`src/rtl/int2float_pkg.sv`:
```
// Shared types, constants and helpers for the pipelined integer-to-float converter.
package int2float_pkg;

    typedef enum logic {
        RND_TRUNC = 1'b0,
        RND_RNE   = 1'b1
    } rnd_mode_e;

    localparam int unsigned CNT_W = 16;

    function automatic int unsigned out_width(input int unsigned is_signed,
                                              input int unsigned exp_w,
                                              input int unsigned man_w);
        return is_signed + exp_w + man_w;
    endfunction

endpackage

```
`src/rtl/int2float_lzc.sv`:
```
// Combinational leading-one detector: index of the most significant set bit.
module int2float_lzc
    import int2float_pkg::*;
#(
    parameter int unsigned W = 11,
    localparam int unsigned IW = (W > 1) ? $clog2(W) : 1
) (
    input  logic [W-1:0]  value,
    output logic [IW-1:0] msb_idx,
    output logic          zero
);

    // Ascending scan: the last set bit seen is the MSB.
    always_comb begin
        msb_idx = '0;
        zero    = 1'b1;
        for (int unsigned i = 0; i < W; i++) begin
            if (value[i]) begin
                msb_idx = IW'(i);
                zero    = 1'b0;
            end
        end
    end

endmodule

```
`src/rtl/int2float_pipe.sv`:
```
// Three-stage integer-to-float converter (sign/magnitude, normalise, round/pack)
// behind a valid/ready stream; all stages advance or freeze together.
module int2float_pipe
    import int2float_pkg::*;
#(
    parameter int unsigned IN_W   = 11,
    parameter int unsigned EXP_W  = 4,
    parameter int unsigned MAN_W  = 3,
    parameter int unsigned SIGNED = 0,
    localparam int unsigned OUT_W = out_width(SIGNED, EXP_W, MAN_W)
) (
    input  logic             clk,
    input  logic             rst_n,
    input  logic             in_valid,
    output logic             in_ready,
    input  logic [IN_W-1:0]  in_data,
    input  logic             in_rnd,
    output logic             out_valid,
    input  logic             out_ready,
    output logic [OUT_W-1:0] out_data,
    output logic             out_zero,
    output logic             out_inexact,
    output logic             out_ovf,
    output logic [CNT_W-1:0] conv_count
);

    localparam int unsigned PW = (IN_W > 1) ? $clog2(IN_W) : 1;
    localparam int unsigned FW = IN_W - 1;
    // Internal exponent is wide enough for p+1 plus a rounding carry, and for EXP_MAX.
    localparam int unsigned XW = (EXP_W > $clog2(IN_W + 2)) ? EXP_W + 1 : $clog2(IN_W + 2) + 1;
    localparam logic [XW-1:0] EXP_MAX = {{(XW - EXP_W){1'b0}}, {EXP_W{1'b1}}};

    logic advance;

    // Stage 1: sign/magnitude
    logic            s1_valid_d, s1_valid_q;
    logic            s1_sign_d, s1_sign_q;
    logic [IN_W-1:0] s1_mag_d, s1_mag_q;
    rnd_mode_e       s1_rnd_d, s1_rnd_q;

    // Stage 2: normalised fraction
    logic            s2_valid_d, s2_valid_q;
    logic            s2_sign_d, s2_sign_q;
    logic            s2_zero_d, s2_zero_q;
    logic [PW-1:0]   s2_p_d, s2_p_q;
    logic [FW-1:0]   s2_frac_d, s2_frac_q;
    rnd_mode_e       s2_rnd_d, s2_rnd_q;

    // Stage 3: packed result
    logic             out_valid_d, out_valid_q;
    logic [OUT_W-1:0] out_data_d, out_data_q;
    logic             out_zero_d, out_zero_q;
    logic             out_inexact_d, out_inexact_q;
    logic             out_ovf_d, out_ovf_q;
    logic [CNT_W-1:0] conv_count_d, conv_count_q;

    assign advance  = out_ready | ~out_valid_q;
    assign in_ready = advance;

    // Stage 1 combinational: the most negative value negates to 2^(IN_W-1) unsigned.
    logic            in_sign;
    logic [IN_W-1:0] in_mag;

    always_comb begin
        in_sign = (SIGNED != 0) && in_data[IN_W-1];
        in_mag  = in_sign ? (~in_data + IN_W'(1)) : in_data;
    end

    // Stage 2 combinational: locate MSB and shift it out above the fraction.
    logic [PW-1:0] lzc_idx;
    logic          lzc_zero;
    logic [PW-1:0] norm_shift;

    int2float_lzc #(
        .W(IN_W)
    ) u_lzc (
        .value   (s1_mag_q),
        .msb_idx (lzc_idx),
        .zero    (lzc_zero)
    );

    assign norm_shift = PW'(IN_W - 1) - lzc_idx;

    // Stage 3 combinational: round and pack.
    logic [IN_W:0]          frac_ext;
    logic [MAN_W-1:0]       mant_raw;
    logic                   guard_bit;
    logic                   sticky_bit;
    logic                   round_up;
    logic [MAN_W:0]         mant_sum;
    logic [XW-1:0]          exp_rnd;
    logic                   pk_sign;
    logic [EXP_W-1:0]       pk_exp;
    logic [MAN_W-1:0]       pk_mant;
    logic                   pk_inexact;
    logic                   pk_ovf;
    logic [EXP_W+MAN_W:0]   pack_full;
    logic [OUT_W-1:0]       pack;

    always_comb begin
        frac_ext   = {s2_frac_q, 2'b00};
        mant_raw   = frac_ext[IN_W -: MAN_W];
        guard_bit  = frac_ext[IN_W - MAN_W];
        sticky_bit = |frac_ext[IN_W - MAN_W - 1:0];
        round_up   = (s2_rnd_q == RND_RNE) & guard_bit & (sticky_bit | mant_raw[0]);
        mant_sum   = {1'b0, mant_raw} + {{MAN_W{1'b0}}, round_up};
        exp_rnd    = XW'(s2_p_q) + XW'(1) + XW'(mant_sum[MAN_W]);

        pk_sign    = 1'b0;
        pk_exp     = '0;
        pk_mant    = '0;
        pk_inexact = 1'b0;
        pk_ovf     = 1'b0;
        if (!s2_zero_q) begin
            pk_sign = s2_sign_q;
            if (exp_rnd > EXP_MAX) begin
                pk_exp     = '1;
                pk_mant    = '1;
                pk_inexact = 1'b1;
                pk_ovf     = 1'b1;
            end else begin
                pk_exp     = exp_rnd[EXP_W-1:0];
                pk_mant    = mant_sum[MAN_W-1:0];
                pk_inexact = guard_bit | sticky_bit;
            end
        end
        pack_full = {pk_sign, pk_exp, pk_mant};
    end

    if (SIGNED != 0) begin : g_signed
        assign pack = pack_full;
    end else begin : g_unsigned
        logic unused_sign;
        assign unused_sign = pack_full[OUT_W];
        assign pack        = pack_full[OUT_W-1:0];
    end

    // Next-state: every stage captures only when advancing and its source is valid.
    always_comb begin
        s1_valid_d    = s1_valid_q;
        s1_sign_d     = s1_sign_q;
        s1_mag_d      = s1_mag_q;
        s1_rnd_d      = s1_rnd_q;
        s2_valid_d    = s2_valid_q;
        s2_sign_d     = s2_sign_q;
        s2_zero_d     = s2_zero_q;
        s2_p_d        = s2_p_q;
        s2_frac_d     = s2_frac_q;
        s2_rnd_d      = s2_rnd_q;
        out_valid_d   = out_valid_q;
        out_data_d    = out_data_q;
        out_zero_d    = out_zero_q;
        out_inexact_d = out_inexact_q;
        out_ovf_d     = out_ovf_q;
        conv_count_d  = conv_count_q;

        if (advance) begin
            s1_valid_d = in_valid;
            if (in_valid) begin
                s1_sign_d = in_sign;
                s1_mag_d  = in_mag;
                s1_rnd_d  = rnd_mode_e'(in_rnd);
            end

            s2_valid_d = s1_valid_q;
            if (s1_valid_q) begin
                s2_sign_d = s1_sign_q;
                s2_zero_d = lzc_zero;
                s2_p_d    = lzc_idx;
                s2_frac_d = FW'(s1_mag_q << norm_shift);
                s2_rnd_d  = s1_rnd_q;
            end

            out_valid_d = s2_valid_q;
            if (s2_valid_q) begin
                out_data_d    = pack;
                out_zero_d    = s2_zero_q;
                out_inexact_d = pk_inexact;
                out_ovf_d     = pk_ovf;
            end
        end

        if (out_valid_q && out_ready) begin
            conv_count_d = conv_count_q + CNT_W'(1);
        end
    end

    always_ff @(posedge clk) begin
        if (!rst_n) begin
            s1_valid_q    <= 1'b0;
            s1_sign_q     <= 1'b0;
            s1_mag_q      <= '0;
            s1_rnd_q      <= RND_TRUNC;
            s2_valid_q    <= 1'b0;
            s2_sign_q     <= 1'b0;
            s2_zero_q     <= 1'b0;
            s2_p_q        <= '0;
            s2_frac_q     <= '0;
            s2_rnd_q      <= RND_TRUNC;
            out_valid_q   <= 1'b0;
            out_data_q    <= '0;
            out_zero_q    <= 1'b0;
            out_inexact_q <= 1'b0;
            out_ovf_q     <= 1'b0;
            conv_count_q  <= '0;
        end else begin
            s1_valid_q    <= s1_valid_d;
            s1_sign_q     <= s1_sign_d;
            s1_mag_q      <= s1_mag_d;
            s1_rnd_q      <= s1_rnd_d;
            s2_valid_q    <= s2_valid_d;
            s2_sign_q     <= s2_sign_d;
            s2_zero_q     <= s2_zero_d;
            s2_p_q        <= s2_p_d;
            s2_frac_q     <= s2_frac_d;
            s2_rnd_q      <= s2_rnd_d;
            out_valid_q   <= out_valid_d;
            out_data_q    <= out_data_d;
            out_zero_q    <= out_zero_d;
            out_inexact_q <= out_inexact_d;
            out_ovf_q     <= out_ovf_d;
            conv_count_q  <= conv_count_d;
        end
    end

    assign out_valid   = out_valid_q;
    assign out_data    = out_data_q;
    assign out_zero    = out_zero_q;
    assign out_inexact = out_inexact_q;
    assign out_ovf     = out_ovf_q;
    assign conv_count  = conv_count_q;

endmodule

```
`config.mk`:
```
export PLATFORM = sky130hd
export DESIGN_NAME = int2float_pipe
export DESIGN_NICKNAME = d
export VERILOG_FILES = /design/src/rtl/int2float_pkg.sv /design/src/rtl/int2float_lzc.sv /design/src/rtl/int2float_pipe.sv
export SDC_FILE = /design/constraint.sdc
export NUM_CORES = 1
export LEC_CHECK = 0
export ABC_AREA = 1
export BUFFER_PORTS_ARGS = -buffer_cell sky130_fd_sc_hd__buf_2
export CORE_MARGIN = 3
export CORE_UTILIZATION = 40
export DETAILED_ROUTE_END_ITERATION = 12
export SYNTH_ARGS = -nofsm -noshare
export SYNTH_HDL_FRONTEND = slang
export SYNTH_SLANG_ARGS = --single-unit
```
`constraint.sdc`:
```
create_clock -name clk -period 5.6 [get_ports clk]
set_clock_uncertainty 0.05 [all_clocks]
set_input_delay 0.84 -clock clk [delete_from_list [all_inputs] [get_ports clk]]
set_output_delay 0.84 -clock clk [all_outputs]
set_load 0.05 [all_outputs]
```
==> out/metrics.yaml, run 1 <==
setup_viol: 0
clk_latency_ns: 0.33
num_vias: 2666
yosys_warnings: 0
seq_area_frac_synth_pct: 41.29
hold_path_end: "out_inexact"
htreeDepth: 3
multi_input_area_mm2: 0.001408
gp_congestion: 0.8697
grt_start_max_net_pins: 31
whs_path_depth: 2
synth_edf_count: 0
cpMaxStageDelayCell: "ha_1"
pre_cts_ws_ns: 2.945
viasPerCell: 5.227
cts_setup_buffers: 0
startpoint_type: "flop"
fp.dieH_um: 89.13
critical_path.top_delay_family: "simple AND/OR/NAND/NOR gates"
seqCellArea_mm2: 0.001141
path_cells: "inv_1 > nand2_1 > nand2_1 > nand2_1 > nand2_1 > nand2_1 > nand2_2 > nand2_2 > nand2_2 > ha_1 > clkinv_1 > a21oi_1 > nor2_1 > a21oi_1 > nand2_1 > nand2_1 > a21oi_1"
diodes: 0
dr.pass1.iters: 4
rsz0062_at_grt: "no"
yosys-top-cells-area: "dfxtp_1 (41%), nand2_1 (11%), a21oi_1 (8.0%), nand3_1 (6.3%), o21ai_0 (5.4%)"
cp.required_ns: 5.75
clockBufferDepth: 2
antenna_found_initial: 0
yosysTopAreaCell: "dfxtp_1"
ios: 44
grt_use_total_pct: 17.77
die_area_mm2: 0.007943
dpl.hpwl_um: 4614
rr_worst_depth: 17
worstSetupStartpoint: "s1_mag_q[2]"
crit_fanout: 13
row_count: 29
drt_iter0_markers: 198
syn-num-nets: 408
power_density_mw_per_mm2: 322.7
postSynthAreaPerCell_um2: 7.142
grt_pass1_wl_um: 11120
fillers: 674
utilization_pct: 49.43
hold_viol_final: 0
drc: 0
outcome: "complete, no violations"
synth_most_common_cell: "nand2_1"
min_path_type: "reg -> reg"
wl_per_cell_um: 12.52
numCtsBuffers: 9
cts_tree: "yes"
crit_type: "reg -> reg"
fin_crit_sh_pct: 48.30
min_period_ns: 2.705
clock.fmax_mhz: 369.7
drive_gt1_share_pct: 19.40
reg2reg_to: "s2_frac_q[9]"
max_stage_delay_ns: 0.53
start_util_pct: 42.32
ys_ff_latch: 57
ys.flop_type: "dfxtp_1"
crit-reg2reg-launch: "s1_mag_q[2]"
tightest_slew_ns: 0.6531
nets: 450
fp.coreArea_mm2: 0.006531
overflow: 0
die_w_um: 89.13
cp_data_arrival_time_ns: 2.85
postRouteAntennaNets: 0
synthTopCellsByCount: "nand2_1 (79), dfxtp_1 (57), a21oi_1 (44), nand3_1 (35), nor2_1 (35)"
cts_resized: 0
syn2layout_area_growth_pct: 16.80
hp-start: "out_inexact"
maxSlewHeadroom_pct: 56.36
crit_buf_inv: 2
path_clk_slew_ns: 0.06
leakage_nw: 1.457
grt_pass1_vias: 2499
ctsHoldBuffers: 0
ctsRootBufferMaster: "clkbuf_8"
clock-sinks: 57
fin_ws_ns: 2.895
cap_violations: 0
endpoint_kind: "flop"
portBuffers: 43
ys_types: 36
netlist.area_leader.share_pct: 41.29
wl_um: 6385
tns_ns: 0
rrSetupSlack_ns: 2.90
cp_common_cell: "nand2_1"
synth_area_mm2: 0.002764
syn_inst: 387
ys_async_sr_fraction_pct: 0
slew_viol_final: 0
ir_drop_mv: 0.1696
## worst max-delay path by stage
| stage | to | slack (ns) | depth (start not counted) |
|---|---|---|---|
| 2_1_floorplan | s2_frac_q[9] | 3.29 | 19 |
| 3_3_place_gp | s2_frac_q[7] | 2.97 | 11 |
| 3_5_place_dp | s2_frac_q[7] | 2.95 | 11 |
| 4_1_cts | s2_frac_q[9] | 2.95 | 17 |
| 5_1_grt | s2_frac_q[9] | 2.50 | 17 |
| 6_report | s2_frac_q[9] | 2.90 | 17 |
## through the flow
stage / hold slack, ns / cells / area [um2] / power, mW
global placement: 0.4007 / 495 / 3018 / 0.6309
global route: 0.4309 / 510 / 3228 / 1.101
detailed placement: 0.4043 / 495 / 3018 / 0.6319
floorplan: 0.3888 / 387 / 2764 / 0.5917
CTS: 0.4143 / 510 / 3228 / 1.054
finish: 0.4104 / 510 / 3228 / 1.042
## layout by cell type, fill, tap and decap left out, drive strengths merged, types with 2 or more instances in the layout
master / synthesis / routed
nand2: 87 / 87
dfxtp: 57 / 57
a21oi: 44 / 44
buf: 8 / 43
inv: 41 / 41
nor2: 39 / 39
nand3: 36 / 36
o21ai: 33 / 33
clkbuf: 4 / 12
ha: 5 / 5
nor3: 5 / 5
nand4: 4 / 4
a31oi: 4 / 4
o21a: 3 / 3
a22oi: 3 / 3
xor2: 3 / 3
a21boi: 2 / 2
bufinv: 0 / 2
clkinv: 1 / 2
## sequential cells by signal, indices dropped and copies added, names as in the netlist
register and flops:
conv_count 16, out_data 7, out_inexact 1, out_ovf 1, out_valid 1, out_zero 1, s1_mag_q 11, s1_rnd_q 1
s1_valid_q 1, s2_frac_q 10, s2_p_q 4, s2_rnd_q 1, s2_valid_q 1, s2_zero_q 1
## where the power goes
group | switching (mW) | internal [mW] | total (mW)
clock network | 0.157 | 0.260 | 0.417
registers | 0.0121 | 0.425 | 0.437
logic | 0.128 | 0.0597 | 0.188
total | 0.297 | 0.744 | 1.04
## area by class of cell
class                      instances  share of cell area [%]
multi-input combinational        276                   43.60
sequential                        57                   35.35
timing repair buffer              43                   6.667
inverter                          42                   4.884
clock buffer                      12                   4.496
tap                               77                   2.984
clock inverter                     3                   2.016
## tightest hold or removal path, stage by stage, from the launching register on
cell     delay, ns
dfxtp_1       0.30
nand2_1       0.06
a21oi_1       0.05
## cells by family after synthesis
kind of cell    synth area share [%]
simple gates                   29.47
compound gates                 17.65
xor+xnor                       1.539
fa+ha+maj                      2.263
buf+inv                        7.786
flops                          41.29
## metal layers
metal / vias to the layer above / track usage [%] / part of all wire (%)
met2: 68 / 27.39 / 46
met4: 0 / 7.848 / 2.2
met3: 15 / 5.346 / 5.5
met5: - / 0 / 0
li1: 1366 / - / -
met1: 1217 / 22.96 / 46
Note: power is estimated with default switching activity, not from simulation.
==> run 2, diff against run 1 <==
--- a/config.mk
+++ b/config.mk
@@ -5,7 +5,7 @@
 export SDC_FILE = /design/constraint.sdc
 export NUM_CORES = 1
 export LEC_CHECK = 0
-export ABC_AREA = 1
+export ABC_AREA = 0
 export BUFFER_PORTS_ARGS = -buffer_cell sky130_fd_sc_hd__buf_2
 export CORE_MARGIN = 3
 export CORE_UTILIZATION = 40
==> constraint.sdc (replaced) <==
create_clock -name clk -period 2.2 [get_ports clk]
set_clock_uncertainty 0.05 [all_clocks]
set_input_delay 0.33 -clock clk [delete_from_list [all_inputs] [get_ports clk]]
set_output_delay 0.33 -clock clk [all_outputs]
set_load 0.05 [all_outputs]
==> run 2 against run 1 <==
  * The run now ends with negative setup slack left
  * Via count grew 9.4%
  * Fmax is 19% higher
  * Total power grew to 2.6 times the previous value
  * Design area rose by 19%
  * Sequential power rose to 2.5 times the previous value
  * Critical path depth fell by 6
  * Non-clock buffer count rose by 48
  * Final cell count rose by 9.8%
  * Utilization up 5.7 points
  * Clock-buffer cell count shrank 1
  * Synthesized cell count is 2.1% lower
  * Combinational power rose to 3.7 times the previous value
  * Largest cell class unchanged
  * Highest routed layer unchanged
==> out/metrics.yaml, run 2 <==
critical_path.top_delay_family: "compound AO/OA/AOI/OAI gates"
drive_gt1_share_pct: 30.60
max_stage_delay_ns: 0.34
htreeDepth: 3
crit_type: "reg -> reg"
grt_pass1_vias: 2823
netlist.area_leader.share_pct: 38.63
syn2layout_area_growth_pct: 30.28
cpMaxStageDelayCell: "or3_4"
wl_um: 7861
min_path_type: "in -> reg"
layout_common_cells: "nand2_1 (53), dfxtp_1 (53), buf_4 (45)"
min_period_ns: 2.267
crit_cells: 11
instances_no_fill: 560
cap_violations: 0
postRouteAntennaNets: 0
cts_tree: "yes"
grt_pass1_wl_um: 13230
gp_congestion: 0.8326
synth_area_mm2: 0.002954
drc: 0
path_clk_slew_ns: 0.07
maxSlewHeadroom_pct: 61.66
ys.flop_type: "dfxtp_1"
ctsRootBufferMaster: "clkbuf_8"
wl_per_cell_um: 14.04
clockBufferDepth: 2
whs_path_depth: 3
ir_drop_mv: 0.4047
num_vias: 2917
die_area_mm2: 0.008452
whs_ns: 0.1823
synthTopCellsByCount: "dfxtp_1 (57), nand2_1 (54), nor2_1 (46), a21oi_1 (42)"
synth_edf_count: 0
grt_use_total_pct: 19.41
violations: "negative setup slack"
setup_viol: 1
postSynthAreaPerCell_um2: 7.794
dr.pass1.iters: 4
viasPerCell: 5.209
hold_viol_final: 0
drt_iter0_markers: 138
ys_types: 62
rrSetupSlack_ns: -0.07
crit_path_end: "s2_frac_q[8]"
cp_data_arrival_time_ns: 2.44
utilization_pct: 55.13
antenna_found_initial: 0
rsz0062_at_grt: "yes"
diodes: 0
fin_ws_ns: -0.06699
cp.required_ns: 2.37
cp_common_cell: "buf_4"
clock-sinks: 57
crit_buf_inv: 3
tightest_slew_ns: 0.5698
synth_most_common_cell: "dfxtp_1"
overflow: 0
yosys-top-cells-area: "dfxtp_1 (39%), a21oi_1 (7.1%), nand2_1 (6.9%), nor2_1 (5.8%), xnor2_1 (2.7%)"
syn-num-nets: 400
clock.fmax_mhz: 441.1
syn_inst: 379
fin_crit_sh_pct: 103.0
slew_viol_final: 0
endpoint_kind: "flop"
dpl.hpwl_um: 5765
largest_reg_flops: 16
start_util_pct: 42.31
row_count: 30
power_mw: 2.664
grt_start_max_net_pins: 37
path_cells: "nor2b_4 > or3_4 > o21bai_4 > inv_2 > ha_4 > buf_4 > buf_4 > o21ai_0 > a21oi_1 > o31ai_1 > o31a_1"
fp.coreArea_mm2: 0.006982
clk_latency_ns: 0.33
fp.dieH_um: 91.94
die_w_um: 91.94
yosysTopAreaCell: "dfxtp_1"
portBuffers: 43
crit_fanout: 6
place_inst: 541
worstSetupStartpoint: "s1_mag_q[5]"
rr_worst_depth: 11
yosys_warnings: 0
power_density_mw_per_mm2: 692.1
nets: 480
seq_area_frac_synth_pct: 38.63
reg2reg_to: "s2_frac_q[8]"
ys_async_sr_fraction_pct: 0
crit-reg2reg-launch: "s1_mag_q[5]"
outcome: "finished with violations"
numCtsBuffers: 9
startpoint_type: "flop"
ios: 44
ys_ff_latch: 57
leakage_nw: 1.594
ctsHoldBuffers: 0
run 2: repair_timing:
action / in CTS / in global routing
buffers inserted: 1 / 2
pin swaps: 2 / 11
resized for setup: 6 / 16
endpoints found under the setup margin: 9 / 9
run 2: stage by stage:
step | worst slack, ns | area, um2 | TNS, ns
2_1_floorplan | -0.2150 | 3005 | -1.237
3_5_place_dp | -0.2613 | 3571 | -1.079
4_1_cts | -0.02219 | 3777 | -0.04193
6_report | -0.06699 | 3849 | -0.06699
3_3_place_gp | -0.2006 | 3571 | -0.7724
5_1_grt | -0.1483 | 3849 | -0.5881
run 2: kinds of logic after synthesis:
| family | synth area share, % |
|---|---|
| XOR/XNOR | 4.744 |
| AO/OA/AOI/OAI | 20.54 |
| buffers and inverters | 5.463 |
| multiplexers | 2.118 |
| adder cells (fa/ha/maj) | 2.118 |
| flip-flops | 38.63 |
| AND/OR/NAND/NOR | 26.39 |
run 2: worst min-delay path by stage:
| stage | slack [ns] | endpoint | from |
|---|---|---|---|
| 5_1_grt | 0.19 | s1_mag_q[9] | in_data[9] |
| 3_5_place_dp | 0.40 | out_ovf | out_ovf |
| 3_3_place_gp | 0.39 | s2_frac_q[3] | s2_frac_q[3] |
| 6_report | 0.18 | s1_mag_q[2] | in_data[2] |
| 4_1_cts | 0.17 | s1_mag_q[0] | in_data[0] |
| 2_1_floorplan | 0.38 | s2_rnd_q | s1_rnd_q |
run 2: power by group:
part           internal, mW  total (mW)  switching, mW
registers              1.07        1.10         0.0322
clock network         0.435       0.873          0.438
logic                 0.321       0.687          0.366
run 2: worst register-to-register path: stages (launching register included):
cell and delay (ns):
dfxtp_2 0.32, nor2b_4 0.12, or3_4 0.34, o21bai_4 0.13
inv_2 0.06, ha_4 0.30, buf_4 0.12, buf_4 0.10
o21ai_0 0.07, a21oi_1 0.19, o31ai_1 0.10, o31a_1 0.27
run 2: layout make-up:
class	instances	area (um2)
sequential	57	1146
tap	96	120.1
clock inverter	5	31.28
timing repair buffer	91	595.6
multi-input combinational	280	1738
fill	712	3133
clock buffer	11	141.4
inverter	20	76.32
run 2: layer usage:
metal  global-route usage [%]  vias to the layer above  wire length (um)
met3                    4.348                        7               328
met4                    5.817                        0                80
met2                    31.14                       61              3635
met5                        0                        -                 0
met1                    26.08                     1366              3817
li1                         -                     1483                 -
